## config.mk

```make
export PLATFORM = sky130hd
export DESIGN_NAME = missile_controller
export DESIGN_NICKNAME = d
export VERILOG_FILES = /design/src/rtl/game_pkg.sv /design/src/rtl/frame_tick_gen.sv /design/src/rtl/missile_controller.sv
export SDC_FILE = /design/constraint.sdc
export NUM_CORES = 1
export LEC_CHECK = 0
export BUFFER_PORTS_ARGS = -buffer_cell sky130_fd_sc_hd__buf_4
export CORE_AREA = 2 2 81 75
export DETAILED_ROUTE_END_ITERATION = 12
export DIE_AREA = 0 0 83 77
export PLACE_DENSITY = 0.84
export SYNTH_ARGS = -nofsm -noshare
export SYNTH_HDL_FRONTEND = slang
export SYNTH_SLANG_ARGS = --single-unit
export TNS_END_PERCENT = 100
```

## constraint.sdc

```tcl
create_clock -name Clk -period 5.7 [get_ports Clk]
set_input_delay 0.285 -clock Clk [delete_from_list [all_inputs] [get_ports Clk]]
set_output_delay 0.285 -clock Clk [all_outputs]
set_load 0.1 [all_outputs]
```

## src/rtl/game_pkg.sv

```systemverilog
// Shared game constants, sprite sizes and the missile state encoding.
package game_pkg;

  localparam int SCREEN_W = 640;
  localparam int SCREEN_H = 480;

  // Sprite sizes shared with the player and alien blocks.
  localparam int PLAYER_W = 32;
  localparam int PLAYER_H = 16;
  localparam int ALIEN_W  = 24;
  localparam int ALIEN_H  = 16;

  // Missile geometry and motion, in 10-bit screen coordinates.
  localparam logic [9:0] MISSILE_W = 10'd4;
  localparam logic [9:0] MISSILE_H = 10'd8;
  localparam logic [9:0] STEP_Y    = 10'd6;
  localparam logic [9:0] LAUNCH_Y  = 10'd440;

  // Frames spent reloading after the missile retires.
  localparam int         CNT_W       = 4;
  localparam logic [3:0] COOLDOWN_FR = 4'd15;

  typedef enum logic [1:0] {
    IDLE     = 2'd0,
    FLYING   = 2'd1,
    COOLDOWN = 2'd2
  } missile_state_t;

endpackage

```

## src/rtl/frame_tick_gen.sv

```systemverilog
// Brings the asynchronous VGA vertical sync into the Clk domain and emits a
// one-Clk pulse on each synchronised rising edge.
module frame_tick_gen (
  input  logic Clk,
  input  logic Reset_n,
  input  logic frame_clk,
  output logic frame_tick
);

  // sync[0..1] are the synchroniser, sync[2] remembers the previous level.
  logic [2:0] sync;

  // Shift the frame clock level through the synchroniser and edge detector.
  always_ff @(posedge Clk or negedge Reset_n) begin
    // NOTE: every flop here is reset, including the synchroniser, so a
    // reset never leaves a stale level that could fake an edge.
    if (!Reset_n) begin
      sync <= '0;
    end else begin
      // NOTE: non-blocking assignment so each stage samples the previous
      // stage's old value, giving a true shift register.
      sync <= {sync[1:0], frame_clk};
    end
  end

  assign frame_tick = sync[1] & ~sync[2];

endmodule

```

## src/rtl/missile_controller.sv

```systemverilog
// Single player missile: arms on a fire edge, launches on the next frame,
// climbs each frame, retires on a hit or at the top, then reloads.
module missile_controller
  import game_pkg::*;
(
  input  logic       Clk,
  input  logic       Reset_n,
  input  logic       frame_clk,
  input  logic       fire,
  input  logic [9:0] player_x,
  input  logic       alien_hit,
  input  logic       game_over,
  input  logic [9:0] DrawX,
  input  logic [9:0] DrawY,
  output logic       is_missile,
  output logic       missile_active,
  output logic [9:0] missile_x,
  output logic [9:0] missile_y
);

  localparam logic [9:0] HALF_W = MISSILE_W >> 1;

  logic             frame_tick;
  missile_state_t   state_q, state_d;
  logic [9:0]       x_q, x_d;
  logic [9:0]       y_q, y_d;
  logic [CNT_W-1:0] cnt_q, cnt_d;
  logic             armed_q, armed_d;
  logic             fire_q;
  logic             fire_edge;

  frame_tick_gen u_frame_tick_gen (
    .Clk        (Clk),
    .Reset_n    (Reset_n),
    .frame_clk  (frame_clk),
    .frame_tick (frame_tick)
  );

  assign fire_edge = fire & ~fire_q;

  // State register: missile state, position, reload counter and fire latch.
  always_ff @(posedge Clk or negedge Reset_n) begin
    if (!Reset_n) begin
      state_q <= IDLE;
      x_q     <= '0;
      y_q     <= '0;
      cnt_q   <= '0;
      armed_q <= 1'b0;
      fire_q  <= 1'b0;
    end else begin
      state_q <= state_d;
      x_q     <= x_d;
      y_q     <= y_d;
      cnt_q   <= cnt_d;
      armed_q <= armed_d;
      fire_q  <= fire;
    end
  end

  // Next-state logic; game_over overrides everything, a hit beats a move.
  always_comb begin
    // NOTE: defaults first so every path assigns every signal and no latch
    // is inferred; position holds unless a branch below moves it.
    state_d = state_q;
    x_d     = x_q;
    y_d     = y_q;
    cnt_d   = cnt_q;
    armed_d = armed_q;

    if (game_over) begin
      state_d = IDLE;
      armed_d = 1'b0;
    end else begin
      unique case (state_q)
        IDLE: begin
          armed_d = armed_q | fire_edge;
          if (frame_tick && armed_q) begin
            state_d = FLYING;
            armed_d = 1'b0;
            x_d     = (player_x < HALF_W) ? 10'd0 : player_x - HALF_W;
            y_d     = LAUNCH_Y;
          end
        end
        FLYING: begin
          armed_d = armed_q | fire_edge;
          if (alien_hit) begin
            state_d = COOLDOWN;
            cnt_d   = COOLDOWN_FR;
          end else if (frame_tick) begin
            // Compare before subtracting so y never wraps below zero.
            if (y_q < STEP_Y) begin
              state_d = COOLDOWN;
              cnt_d   = COOLDOWN_FR;
            end else begin
              y_d = y_q - STEP_Y;
            end
          end
        end
        COOLDOWN: begin
          // Fire edges are dropped while reloading.
          if (cnt_q == '0) begin
            state_d = IDLE;
          end else if (frame_tick) begin
            cnt_d = cnt_q - 1'b1;
          end
        end
        default: begin
          state_d = IDLE;
        end
      endcase
    end
  end

  assign missile_active = (state_q == FLYING);
  assign missile_x      = x_q;
  assign missile_y      = y_q;

  // Pixel hit test against the missile rectangle, widened to avoid overflow.
  always_comb begin
    is_missile = 1'b0;
    if (missile_active &&
        ({1'b0, DrawX} >= {1'b0, x_q}) &&
        ({1'b0, DrawX} <  ({1'b0, x_q} + {1'b0, MISSILE_W})) &&
        ({1'b0, DrawY} >= {1'b0, y_q}) &&
        ({1'b0, DrawY} <  ({1'b0, y_q} + {1'b0, MISSILE_H}))) begin
      is_missile = 1'b1;
    end
  end

endmodule

```

==> results.yml, run 1 <==
clocking:
  cts_max_path_buffers: 2
  cts-buffers-inserted: 5
  htree_levels: 2
  cts_root_buf: "clkbuf_8"
  cts_tree: "yes"
  cts_resized: 0
  post_cts_buffers: 0
  clk_pin_slew_ns: 0.07
  insertion_delay_ns: 0.28
  clkSinkCount: 30
  hold_buffers: 1
setup_path:
  crit_top_cell: "ha_1"
  crit_type: "register to primary output"
  worstPathRequired_ns: 5.41
  path_max_fanout: 9
  reg2reg_to: "missile_y[3]"
  startpoint_type: "register"
  cp_slowest_cell: "dfrtp_1"
  reg2reg_depth: 7
  endpoint_kind: "primary output"
  r2r_start: "state_q[1]"
  path_buf_inv: 1
  critical_path_arrival_ns: 2.77
  path_delay_family: "compound AO/OA/AOI/OAI gates"
  slowest_delay_ns: 0.54
  path_cells: "ha_1, and3_1, nand3_1, xnor2_1, ha_1, a2111o_1, o21ai_0, and4_1, buf_4"
  regToRegSetupSlack_ns: 3.58
route:
  drcViolationCount: 0
  drt_iter0_drc: 151
  post_drt_wl_per_cell_microns: 13.61
  wl_mm: 5.879
  vias_per_cell: 5.451
  firstDrtPassIters: 4
  vias: 2355
  drtAntennaViolNets: 0
synth:
  synth_cells: 303
  synth_edf_count: 0
  yosysTopAreaCell: "dfrtp_1"
  synthTopCellsByArea: "dfrtp_1 (28%), ha_1 (21%), xnor2_1 (4.6%)"
  synth_cell_type_count: 53
  async_flop_share_pct: 100.0
  ys_seq_area_share_pct: 28.13
  synth_top_cell_area_share_pct: 28.13
  synth_ff_type: "dfrtp_1"
  syn_area_sq_mm: 0.002669
  yosysWarnings: 0
  syn-num-nets: 383
  synth_seq_cells: 30
  syn_area_per_cell_sq_um: 8.808
timing:
  timing.hold.ws_ns: 0.1142
  skew_ns: 0.008200
  setup-tns-final_ns: 0
  slew_viol_final: 0
  tightestPinTransition_ns: 0.6247
  min_period_ns: 3.054
  rsz0062_at_grt: "false"
  report.final.hold_viol_count: 0
  setup_viol_count_final: 0
  relSlewSlack_pct: 58.16
  fmax_mhz: 327.4
  finalCritPeriodShare_pct: 53.58
global_routing:
  grt_pass1_vias: 2329
  grt_pass1_wl_mm: 10.49
  grt_max_degree: 31
  antenna_found_initial: 0
  grt_usage_pct: 19.51
  grt-ovfl-total: 0
finish:
  drive_above_1_share_pct: 20.72
  multi_input_area_sq_mm: 0.001778
  register_area_sq_um: 750.7
  fillers: 482
  fin_cells: 432
  fin_area_sq_mm: 0.003264
  final_common_cell: "buf_4"
  syn_to_final_growth_pct: 22.32
  fin_nets: 441
  num_antenna_cells: 0
  final_cell_mix: "buf_4 (55), ha_1 (44), inv_1 (31), dfrtp_1 (30)"
floorplanning:
  die_area_sq_mm: 0.006391
  die_y_microns: 77
  rows: 26
  io_pins: 58
  start_util_pct: 47.98
  die-width_microns: 83
  core_sq_mm: 0.005563
flow_run:
  max_cap_violations: 0
power_and_ir_drop:
  switching_share_pct: 52.40
  power_frac_seq_pct: 24.8
  ir_drop_v: 0.0001959
  power.total_mw: 1.459
  p_leak_nw: 1.597
  p_sw_mw: 0.7643
  pwr-share-clk_pct: 14.2
  p_int_mw: 0.6942
  combPwrFrac_pct: 60.9
  power_density_mw_per_mm2: 446.8
worst_hold_path:
  hold_path_depth: 1
  hold_start: "frame_clk"
  hp-class: "primary input to register"
  min_to: "u_frame_tick_gen.sync[0]"
place:
  postPlaceCellArea_sq_mm: 0.003146
  dp_cells: 423
  gp_congestion: 0.8557
  port_buffers: 55
  place_hpwl_mm: 4.721
outcome:
  outcome: "completed"
-- sequential cells by signal (all words and copies together) (netlist names) --
name                   flops
fire_q                     1
cnt_q                      4
state_q                    2
armed_q                    1
u_frame_tick_gen.sync      3
missile_x                 10
missile_y                  9
-- synthesized netlist by cell type (all sizes together) (4+ instances only) --
| library cell | number |
|---|---|
| nand2 | 23 |
| nand3 | 17 |
| nor2b | 5 |
| inv | 31 |
| nor3 | 9 |
| xnor2 | 14 |
| nor2 | 15 |
| a21oi | 18 |
| ha | 44 |
| o21ai | 24 |
| mux2i | 9 |
| a21o | 4 |
| and3 | 4 |
| o21a | 5 |
| dfrtp | 30 |
-- how the worst max path moves through the flow --
stage / from / to / cells after the start / slack, ns
2_1_floorplan: missile_y[3] / is_missile / 8 / 2.09
3_3_place_gp: missile_y[3] / is_missile / 10 / 2.95
3_5_place_dp: missile_y[3] / is_missile / 9 / 2.93
4_1_cts: missile_y[3] / is_missile / 9 / 2.62
5_1_grt: missile_y[3] / is_missile / 9 / 2.48
6_report: missile_y[3] / is_missile / 9 / 2.65
-- final cells by class --
cell class | instances | area share [%]
multi-input combinational | 237 | 54.47
sequential | 30 | 23.00
timing repair buffer | 56 | 12.96
inverter | 31 | 3.565
tap | 70 | 2.683
clock buffer | 5 | 2.108
clock inverter | 3 | 1.227
-- power groups by stage --
| stage | Clock, mW | Sequential (mW) | Combinational [mW] |
|---|---|---|---|
| after global placement | 0 | 0.362 | 0.867 |
| after CTS | 0.211 | 0.362 | 0.894 |
| final | 0.207 | 0.362 | 0.889 |
| after global routing | 0.223 | 0.377 | 0.979 |
| after detailed placement | 0 | 0.366 | 0.890 |
| after floorplan | 0 | 0.644 | 0.409 |
-- stage by stage --
stage	util, %	worst slack [ns]
6_report	58.68	2.646
5_1_grt	58.68	2.483
4_1_cts	58.68	2.620
3_5_place_dp	56.55	2.927
3_3_place_gp	56.55	2.946
2_1_floorplan	-	2.094
-- metal layers --
layer / up-vias / wire [microns] / GRT usage, %
li1: 1205 / - / -
met5: - / 0 / 0
met2: 45 / 2855 / 32.10
met3: 11 / 209 / 3.337
met4: 0 / 74 / 5.574
met1: 1094 / 2740 / 26.41
-- cell families (layout without fill, tap and decap cells) --
logic type      Yosys count  in the layout  synth area share (%)
simple gates             89             89                 17.44
compound gates           77             77                 19.46
fa+ha+maj                44             44                 20.63
buf+inv                  36             95                 5.251
flops                    30             30                 28.13
xor+xnor                 17             17                 5.579
mux                       9              9                 3.376
other cells               1              1                0.1405
No activity file was read; power rests on OpenSTA's default activity.
==> run 2: changes to the inputs <==
==> constraint.sdc (replaced) <==
create_clock -name Clk -period 2.9 [get_ports Clk]
set_input_delay 0.145 -clock Clk [delete_from_list [all_inputs] [get_ports Clk]]
set_output_delay 0.145 -clock Clk [all_outputs]
set_load 0.1 [all_outputs]
==> run 2 against run 1 <==
Combinational power rose by 100%. Global-route usage up 0.52 points. Routed wire length rose by 5.9%. Core utilization increased by 0.61 points. Worst setup slack lost 2.5 ns. Sequential power grew 99%. Register-to-register slack got worse by 2.8 ns. Count of clock-buffer cells in the layout rose by 3. Final cell count grew 1.2%. Total power is 95% higher. Via count grew 2.1%. Clock skew is 0.00087 ns lower.
==> results.yml, run 2 (synthesis results as in run 1) <==
route:
  drt_iter0_drc: 168
  vias: 2405
  post_drt_wl_per_cell_microns: 14.25
  drtAntennaViolNets: 0
  vias_per_cell: 5.503
  firstDrtPassIters: 4
  drcViolationCount: 0
  wl_mm: 6.227
setup_path:
  cp_slowest_cell: "dfrtp_2"
  reg2reg_to: "missile_y[3]"
  crit_type: "register to primary output"
  worstPathRequired_ns: 2.76
  startpoint_type: "register"
  r2r_start: "state_q[1]"
  slowest_delay_ns: 0.46
  regToRegSetupSlack_ns: 0.81
  path_cells: "ha_1, and3_1, xnor2_1, ha_1, o21a_1, o21a_1, o32a_1, o21ai_0, and4_2, buf_8"
  reg2reg_depth: 7
  path_buf_inv: 1
  path_max_fanout: 7
  endpoint_kind: "primary output"
  critical_path_arrival_ns: 2.65
  path_delay_family: "compound AO/OA/AOI/OAI gates"
worst_hold_path:
  hold_start: "player_x[1]"
  min_to: "missile_x[1]"
  hp-class: "primary input to register"
  hold_path_depth: 2
timing:
  slew_viol_final: 0
  setup_viol_count_final: 0
  relSlewSlack_pct: 57.67
  min_period_ns: 2.796
  tightestPinTransition_ns: 0.6320
  finalCritPeriodShare_pct: 96.41
  rsz0062_at_grt: "false"
  fmax_mhz: 357.7
  skew_ns: 0.007330
  setup-tns-final_ns: 0
  report.final.hold_viol_count: 0
finish:
  num_antenna_cells: 0
  final_cell_mix: "buf_4 (57), ha_1 (44), inv_1 (31), nand2_1 (23), o21ai_0 (23)"
  fin_nets: 446
  final_common_cell: "buf_4"
  drive_above_1_share_pct: 23.16
  syn_to_final_growth_pct: 23.58
  fin_util_pct: 59.29
  largest_reg_flops: 10
floorplanning:
  core_sq_mm: 0.005563
  io_pins: 58
  die_y_microns: 77
  rows: 26
  die-width_microns: 83
  start_util_pct: 47.98
  die_area_sq_mm: 0.006391
clocking:
  cts-buffers-inserted: 5
  cts_root_buf: "clkbuf_8"
  insertion_delay_ns: 0.28
  clkSinkCount: 30
  cts_tree: "yes"
  clk_pin_slew_ns: 0.06
  htree_levels: 2
  cts_max_path_buffers: 2
power_and_ir_drop:
  ir_drop_v: 0.0005773
  power_density_mw_per_mm2: 864.2
  p_leak_nw: 1.596
global_routing:
  antenna_found_initial: 0
  grt_max_degree: 31
  grt_usage_pct: 20.03
  grt-ovfl-total: 0
  grt_pass1_vias: 2446
  grt_pass1_wl_mm: 10.75
place:
  port_buffers: 55
  gp_congestion: 0.8179
  place_hpwl_mm: 4.975
flow_run:
  max_cap_violations: 0
outcome:
  outcome: "completed"
==> run 2: cell count changes in the layout (fill, tap and decap cells not counted) <==
cell	before	now
clkbuf_1	0	3
dfrtp_2	0	9
buf_4	55	57
dfrtp_1	30	21
buf_8	0	1
bufinv_16	1	0
dlygate4sd3_1	1	3
and4_1	1	0
and4_2	0	1
clkinv_2	2	0
==> run 2: metal layers <==
metal	track usage, %	routed length (microns)	up-vias
met5	0	0	-
met4	7.213	102	0
met3	3.122	250	11
met2	35.32	3095	58
met1	24.72	2779	1127
li1	-	-	1209
==> run 2: worst max-delay path by stage <==
stage,start,endpoint,slack [ns],cells past startpoint
3_3_place_gp,missile_y[3],is_missile,0.31,10
5_1_grt,missile_y[4],is_missile,0.005,10
3_5_place_dp,missile_y[3],is_missile,0.28,10
4_1_cts,missile_y[3],is_missile,0.02,10
6_report,missile_y[4],is_missile,0.10,10
2_1_floorplan,missile_x[6],is_missile,0.008,7
==> run 2: final cells by class <==
type	count	area (sq um)
clock buffers	8	80.08
fillers	494	2265
inverters	31	116.4
multi-input cells	237	1779
flip-flops and latches	30	762.0
well taps	70	87.58
repair buffers	61	473.0
==> run 2: worst reg2reg max path, cell delays in order (launching register included) <==
cell and delay (ns):
dfrtp_1 0.39, inv_1 0.11, ha_1 0.37, mux2i_1 0.16, nor3_2 0.42, nand3_1 0.26, o21ai_0 0.21, nand2_1 0.07
==> run 2: power by group <==
| part | switching, mW | internal, mW |
|---|---|---|
| sequential | 0.177 | 0.544 |
| clock | 0.147 | 0.170 |
| combinational | 1.20 | 0.610 |
| total | 1.53 | 1.32 |
==> run 2: through the flow <==
step	hold WS (ns)	power, mW	setup WS [ns]	cells	cell area [sq um]
after global placement	0.09357	2.427	0.3138	423	3158
after global routing	0.09471	3.058	0.005352	437	3298
after CTS	0.07208	2.830	0.02170	434	3272
final	0.07712	2.850	0.1041	437	3298
after floorplan	-0.1506	2.076	0.007890	303	2681
after detailed placement	0.1018	2.497	0.2777	423	3158
==> run 2: what timing repair did <==
item,in CTS,in global routing
setup buffers,0,3
hold endpoints to repair,32,0
setup endpoints to repair,1,1
resized for setup,1,1
hold buffers,3,0
==> run 3: changes to the inputs <==
--- a/config.mk
+++ b/config.mk
@@ -5,7 +5,7 @@
 export SDC_FILE = /design/constraint.sdc
 export NUM_CORES = 1
 export LEC_CHECK = 0
-export BUFFER_PORTS_ARGS = -buffer_cell sky130_fd_sc_hd__buf_4
+export BUFFER_PORTS_ARGS = -buffer_cell sky130_fd_sc_hd__buf_2
 export CORE_AREA = 2 2 81 75
 export DETAILED_ROUTE_END_ITERATION = 12
 export DIE_AREA = 0 0 83 77
==> run 3 against run 2 <==
First-iteration DRC count down 17%. Hold slack better by 0.016 ns. Worst setup slack better by 0.051 ns. Critical path depth unchanged. Non-clock buffer count up 1. Sequential share of layout area up 0.84 points. Global-route usage up 0.17 points. Core utilization down 2.1 points. Sequential power down 3%. Total power down 1.7%. Final area down 3.5%. Largest cell class unchanged. Largest power group unchanged.
==> results.yml, run 3 (synthesis results as in run 1) <==
finish:
  final_cell_mix: "buf_2 (54), ha_1 (44), inv_1 (31), nand2_1 (23), o21ai_0 (22)"
  fillers: 497
  largest_reg_flops: 10
  register_area_sq_um: 762.0
  final_common_cell: "buf_2"
  drive_above_1_share_pct: 24.18
  num_antenna_cells: 0
  syn_to_final_growth_pct: 19.27
  multi_input_area_sq_mm: 0.001784
  fin_nets: 447
clocking:
  cts_root_buf: "clkbuf_8"
  cts-buffers-inserted: 5
  cts_tree: "yes"
  htree_levels: 2
  clkSinkCount: 30
  clk_pin_slew_ns: 0.07
  insertion_delay_ns: 0.29
  cts_max_path_buffers: 2
setup_path:
  regToRegSetupSlack_ns: 0.83
  reg2reg_depth: 7
  worstPathRequired_ns: 2.76
  slowest_delay_ns: 0.42
  path_max_fanout: 2
  startpoint_type: "register"
  path_cells: "ha_1, and3_1, xnor2_1, ha_1, o21a_1, o21a_1, o32a_1, o21ai_2, and4_4, buf_12"
  reg2reg_to: "missile_y[3]"
  critical_path_arrival_ns: 2.60
  r2r_start: "state_q[1]"
  cp_slowest_cell: "dfrtp_2"
  endpoint_kind: "primary output"
  path_delay_family: "compound AO/OA/AOI/OAI gates"
  path_buf_inv: 1
  crit_type: "register to primary output"
route:
  firstDrtPassIters: 4
  post_drt_wl_per_cell_microns: 13.66
  wl_mm: 5.982
  drtAntennaViolNets: 0
  vias_per_cell: 5.452
  wl_met1_mm: 2.765
  vias: 2388
  drt_iter0_drc: 139
  drcViolationCount: 0
  wl_met2_mm: 2.931
  wl_met3_microns: 220
  top_layer: "met4"
global_routing:
  grt_max_degree: 31
  grt_usage_pct: 20.21
  grt_pass1_vias: 2409
  grt-ovfl-total: 0
  grt_pass1_wl_mm: 10.74
  antenna_found_initial: 0
timing:
  tightestPinTransition_ns: 0.6802
  finalCritPeriodShare_pct: 94.66
  setup-tns-final_ns: 0
  min_period_ns: 2.745
  rsz0062_at_grt: "false"
  slew_viol_final: 0
  skew_ns: 0.01173
  setup_viol_count_final: 0
  relSlewSlack_pct: 54.66
  fmax_mhz: 364.3
  report.final.hold_viol_count: 0
worst_hold_path:
  hold_start: "player_x[1]"
  hold_path_depth: 2
  min_to: "missile_x[1]"
  hp-class: "primary input to register"
floorplanning:
  die_area_sq_mm: 0.006391
  start_util_pct: 47.98
  io_pins: 58
  rows: 26
  die_y_microns: 77
  die-width_microns: 83
  core_sq_mm: 0.005563
power_and_ir_drop:
  ir_drop_v: 0.0004639
  power_density_mw_per_mm2: 880.0
  p_leak_nw: 1.563
  power.total_mw: 2.801
place:
  port_buffers: 55
  gp_congestion: 0.8441
  place_hpwl_mm: 4.834
outcome:
  outcome: "completed"
flow_run:
  max_cap_violations: 0
run 3: cell types whose count changed in the layout (fill, tap and decap cells not counted):
cell	previous run	this run
buf_2	0	54
buf_4	57	4
clkbuf_1	3	1
clkinv_2	0	2
and4_2	1	0
and4_4	0	1
buf_12	0	1
buf_8	1	0
o21ai_0	23	22
o21ai_2	0	1
run 3: layer usage:
metal,track usage (%),up-vias
met3,3.983,6
met1,25.30,1135
li1,-,1210
met4,5.410,0
met5,0,-
met2,35.48,37
run 3: worst reg2reg max path, stage by stage, from the launching register on:
cell and delay (ns):
dfrtp_1 0.39, inv_1 0.11, ha_1 0.36, mux2i_1 0.16, nor3_2 0.40, nand3_1 0.26, o21ai_0 0.21, nand2_1 0.08
run 3: area by class of cell:
type                            count  share of cell area (%)
Multi-Input combinational cell    237                   56.05
Clock buffer                        6                   2.280
Tap cell                           70                   2.752
Sequential cell                    30                   23.94
Timing Repair Buffer               62                   11.01
Inverter                           31                   3.656
Clock inverter                      2                  0.3145
run 3: what timing repair did:
action / in CTS / in global routing
endpoints found under the setup margin: 1 / 1
resized for setup: 0 / 3
cloned: 0 / 0
setup buffers: 3 / 1
endpoints found under the hold margin: 32 / 0
pin swaps: 0 / 2
hold buffers: 3 / 0
run 3: worst max path at each step:
| stage | to | slack [ns] | startpoint | depth (start not counted) |
|---|---|---|---|---|
| CTS | is_missile | 0.05 | missile_y[4] | 10 |
| finish | is_missile | 0.15 | missile_y[3] | 10 |
| global placement | is_missile | 0.39 | missile_y[3] | 10 |
| detailed placement | is_missile | 0.31 | missile_y[3] | 10 |
| floorplan | is_missile | 0.008 | missile_x[6] | 7 |
| global route | is_missile | 0.02 | missile_y[3] | 10 |
run 3: stage by stage:
stage	instances	cell area [sq um]	worst slack (ns)	util (%)	hold WS, ns
2_1_floorplan	303	2681	0.007890	-	-0.1506
6_report	438	3183	0.1548	57.22	0.09288
3_5_place_dp	423	3035	0.3104	54.57	0.2227
3_3_place_gp	423	3035	0.3880	54.57	0.2115
4_1_cts	437	3171	0.04942	57.00	0.08216
5_1_grt	438	3183	0.02196	57.22	0.1135
run 3: where the power goes:
group	switching, mW	internal (mW)
Clock	0.154	0.166
Combinational	1.22	0.557
Sequential	0.157	0.544
Total	1.54	1.27
